**config.mk**
```make
export PLATFORM = sky130hd
export DESIGN_NAME = arb_rsp_router
export DESIGN_NICKNAME = d
export VERILOG_FILES = /design/src/rtl/arb_rsp_router.sv
export SDC_FILE = /design/constraint.sdc
export NUM_CORES = 1
export LEC_CHECK = 0
export ABC_CLOCK_PERIOD_IN_PS = 2400
export CORE_AREA = 3 3 64 66
export DETAILED_ROUTE_END_ITERATION = 6
export DIE_AREA = 0 0 67 69
export PLACE_DENSITY = 0.74
export SETUP_SLACK_MARGIN = 0.2
export SYNTH_ARGS = -nofsm -noshare
export SYNTH_HDL_FRONTEND = slang
export SYNTH_SLANG_ARGS = --single-unit
```
**constraint.sdc**
```tcl
create_clock -name clk_i -period 2.4 [get_ports clk_i]
set_clock_uncertainty 0.15 [all_clocks]
set_input_delay 0.72 -clock clk_i [delete_from_list [all_inputs] [get_ports clk_i]]
set_output_delay 0.72 -clock clk_i [all_outputs]
set_load 0.005 [all_outputs]
```
**src/rtl/arb_rsp_router.sv**
```systemverilog
// arb_rsp_router: grants arbitrated requests to a slave and routes in-order responses back to the requesting master.
module arb_rsp_router #(
    parameter int NumIn    = 4,
    parameter int MaxTrans = 4,
    parameter int RspWidth = 32,
    parameter int IdxWidth = $clog2(NumIn),
    parameter int CntWidth = $clog2(MaxTrans + 1)
) (
    input  logic                clk_i,
    input  logic                rst_i,
    input  logic                arb_req_i,
    input  logic [IdxWidth-1:0] arb_idx_i,
    output logic                arb_gnt_o,
    output logic                slv_req_o,
    input  logic                slv_gnt_i,
    input  logic                slv_rsp_valid_i,
    input  logic [RspWidth-1:0] slv_rsp_data_i,
    output logic [NumIn-1:0]    mst_rsp_valid_o,
    output logic [RspWidth-1:0] mst_rsp_data_o,
    output logic [CntWidth-1:0] outstanding_o,
    output logic                unexp_rsp_o
);
    localparam int PtrWidth = (MaxTrans > 1) ? $clog2(MaxTrans) : 1;
    logic [IdxWidth-1:0] fifo_q [MaxTrans];
    logic [PtrWidth-1:0] wr_ptr_q, wr_ptr_d, rd_ptr_q, rd_ptr_d;
    logic [CntWidth-1:0] cnt_q, cnt_d;
    logic unexp_q, unexp_d, full, empty, push, pop;
    // full/empty come from the registered count only, so a same-cycle pop never frees a slot for a push
    always_comb begin
        full            = cnt_q == CntWidth'(MaxTrans);
        empty           = cnt_q == '0;
        push            = arb_req_i & slv_gnt_i & ~full;
        pop             = slv_rsp_valid_i & ~empty;
        slv_req_o       = arb_req_i & ~full;
        arb_gnt_o       = slv_gnt_i & ~full;
        mst_rsp_valid_o = pop ? NumIn'(1) << fifo_q[rd_ptr_q] : '0;
        mst_rsp_data_o  = slv_rsp_data_i;
        wr_ptr_d        = push ? (wr_ptr_q == PtrWidth'(MaxTrans - 1) ? '0 : wr_ptr_q + 1'b1) : wr_ptr_q;
        rd_ptr_d        = pop ? (rd_ptr_q == PtrWidth'(MaxTrans - 1) ? '0 : rd_ptr_q + 1'b1) : rd_ptr_q;
        cnt_d           = cnt_q + CntWidth'(push) - CntWidth'(pop);
        unexp_d         = slv_rsp_valid_i & empty;
    end
    always_ff @(posedge clk_i) begin
        if (rst_i) begin
            wr_ptr_q <= '0;
            rd_ptr_q <= '0;
            cnt_q    <= '0;
            unexp_q  <= 1'b0;
        end else begin
            wr_ptr_q <= wr_ptr_d;
            rd_ptr_q <= rd_ptr_d;
            cnt_q    <= cnt_d;
            unexp_q  <= unexp_d;
        end
    end
    always_ff @(posedge clk_i) begin
        if (push && !rst_i) fifo_q[wr_ptr_q] <= arb_idx_i;
    end
    assign outstanding_o = cnt_q;
    assign unexp_rsp_o   = unexp_q;
endmodule

```
==> impl_metrics.ini <==
[routing]
drc_errors = 0
ant_nets = 0
drtIter0Drc = 16
vias = 655
drt_first_pass_iters = 4
routed_via_density = 4.34
wl_um = 1860
routedWlPerCell_um = 12.3

[clock_network]
cts.sinks = 18
tritoncts = built
cts-root-buf = clkbuf_8
clk_pin_slew_ns = 0.07
cts_max_path_buffers = 2
clk-insertion-delay-late_ns = 0.24
cts_hold_buffers = 0
cts_made_buffers = 3
cts.htree.levels = 1

[synth]
yosysUniqueCellTypes = 27
ys_warn_count = 0
synth_flop_cell = dfxtp_1
ys_seq_elements = 18
syn-cell-area_um2 = 1080
syn_area_per_cell_um2 = 10.6
synthCells = 102
yosysSeqAreaShare_pct = 40.8
synth-edff-count = 8
ys_async_sr_fraction_pct = 0
synth_fp_nets = 149

[min_path]
hold_class = reg2reg

[power]
peakVddDrop_mv = 0.546
p_leak_nw = 0.501
powerDensity_nw_per_um2 = 915

[global_routing]
grt_pass1_wl_um = 3030
grt_remaining_overflow = 0
antenna_found_initial = 0
grt_pass1_vias = 706
grtUsageTotal_pct = 8.28
grt_max_degree = 11

[worst_setup_path]
critPathArrivalTime_ns = 1.54
cp-start-kind = flip-flop
cp_top_family = multiplexers
rrSetupSlack_ns = 0.11
critPathBufInv = 2
worstPathMaxFanout = 3
slowest_delay_ns = 0.53
cp.required_ns = 1.53
worstSetupEndpointType = output pin
cpMaxStageDelayCell = mux4_2
cp_cell_sequence = mux4_2 > buf_6 > nor3_1 > buf_2
crit_type = reg2out

[layout]
layout-drive-gt1-share_pct = 44.7
fin_area_um2 = 1270
synthToLayoutAreaGrowth_pct = 17.6
finalNetCount = 151
antenna_cells = 0

[floorplan]
die_y_um = 69
die_w_um = 67
num_rows = 22
die_area_um2 = 4620
coreArea_um2 = 3630
start_util_pct = 29.7
num_io_pins = 81

[outcome]
status = finished, violations left
failed_checks = setup timing

[place]
postPlaceCellArea_um2 = 1120
hpwl_um = 1400
routabilityCongestion = 0.710
portBuffers = 16

[sta]
fin_ws_ns = -0.00997
fin_crit_sh_pct = 100
final_hold_viol_count = 0
fin_tns_setup_ns = -0.0137
fmax_ghz = 0.415
slew_headroom_pct = 77.2
tightest_slew_ns = 0.342
rsz0062_at_grt = true
finalMaxSlewViolations = 0
setup_violations = 2
min_period_ns = 2.41

[run]
cap_violations = 0
-- report_power, final --
group | switching, W | internal (W)
Clock | 0.0000933 | 0.000113
Combinational | 0.000205 | 0.000308
Sequential | 0.0000584 | 0.000384
Total | 0.000356 | 0.000805
-- cell type report --
class	count	area (um2)
clock buffer	3	41.3
timing repair buffer	30	253
inverter	5	21.3
multi-input combinational	46	437
sequential	18	453
clock inverter	1	3.75
tap	48	60.1
fill	381	2360
-- cells in the final DEF, fill, tap and decap left out, types with 4 or more instances in the layout --
| master | n |
|---|---|
| dfxtp_1 | 6 |
| buf_2 | 4 |
| buf_4 | 10 |
| and2_1 | 5 |
| edfxtp_1 | 8 |
| clkdlybuf4s50_1 | 7 |
| a21oi_1 | 4 |
| nand2_1 | 5 |
| buf_6 | 5 |
| ha_1 | 5 |
-- final timing paths --
check | start | endpoint | cells after the start
max | flip-flop | mst_rsp_valid_o[0] | 4
min | outstanding_o[2] | unexp_rsp_o | 1
max reg2reg | outstanding_o[1] | outstanding_o[2] | 11
min reg2reg | outstanding_o[2] | unexp_rsp_o | 1
-- cell families (layout without fill, tap and decap cells) --
| logic type | count (synthesis) | after routing | synth area share [%] |
|---|---|---|---|
| XOR/XNOR | 1 | 1 | 0.812 |
| AO/OA/AOI/OAI | 7 | 7 | 3.94 |
| multiplexers | 2 | 2 | 4.52 |
| flip-flops | 18 | 18 | 40.8 |
| buffers and inverters | 38 | 39 | 24.4 |
| AND/OR/NAND/NOR | 28 | 28 | 15.5 |
| adder cells (fa/ha/maj) | 8 | 8 | 9.98 |
-- cell usage after synthesis (2+ instances only) --
| cell | instances | share of area, % |
|---|---|---|
| nor2_1 | 3 | 1.0 |
| buf_4 | 32 | 22 |
| ha_1 | 7 | 8.1 |
| nand2_1 | 6 | 2.1 |
| a21oi_1 | 4 | 1.9 |
| edfxtp_1 | 8 | 22 |
| and2_1 | 5 | 2.9 |
| dfxtp_1 | 10 | 19 |
| nor3_1 | 2 | 0.93 |
| nor2b_1 | 3 | 1.7 |
| inv_1 | 5 | 1.7 |
| o21ai_0 | 2 | 0.93 |
-- metrics by stage --
| step | setup WS (ns) | hold WS, ns | utilization, % | power (W) | cells |
|---|---|---|---|---|---|
| after floorplan | 0.0883 | 0.304 | - | 0.000669 | 102 |
| after global placement | -0.567 | 0.313 | 30.8 | 0.000791 | 139 |
| after detailed placement | -0.617 | 0.335 | 30.8 | 0.000808 | 139 |
| after CTS | -0.0206 | 0.320 | 34.5 | 0.00114 | 149 |
| after global routing | -0.0781 | 0.345 | 34.9 | 0.00126 | 151 |
| final | -0.00997 | 0.318 | 34.9 | 0.00116 | 151 |
-- per-layer routing --
| metal | track usage (%) | up-vias | part of all wire, % |
|---|---|---|---|
| li1 | - | 312 | - |
| met4 | 4.28 | 0 | 2.5 |
| met3 | 2.93 | 12 | 9.9 |
| met5 | 0 | - | 0 |
| met1 | 9.59 | 301 | 39 |
| met2 | 13.1 | 30 | 48 |
-- repair_timing --
item / in CTS / in global routing
pin swaps: 7 / 9
resized for setup: 46 / 10
endpoints found under the hold margin: 0 / 0
setup buffers: 6 / 2
setup endpoints to repair: 9 / 9
(Power assumes the default switching activity.)
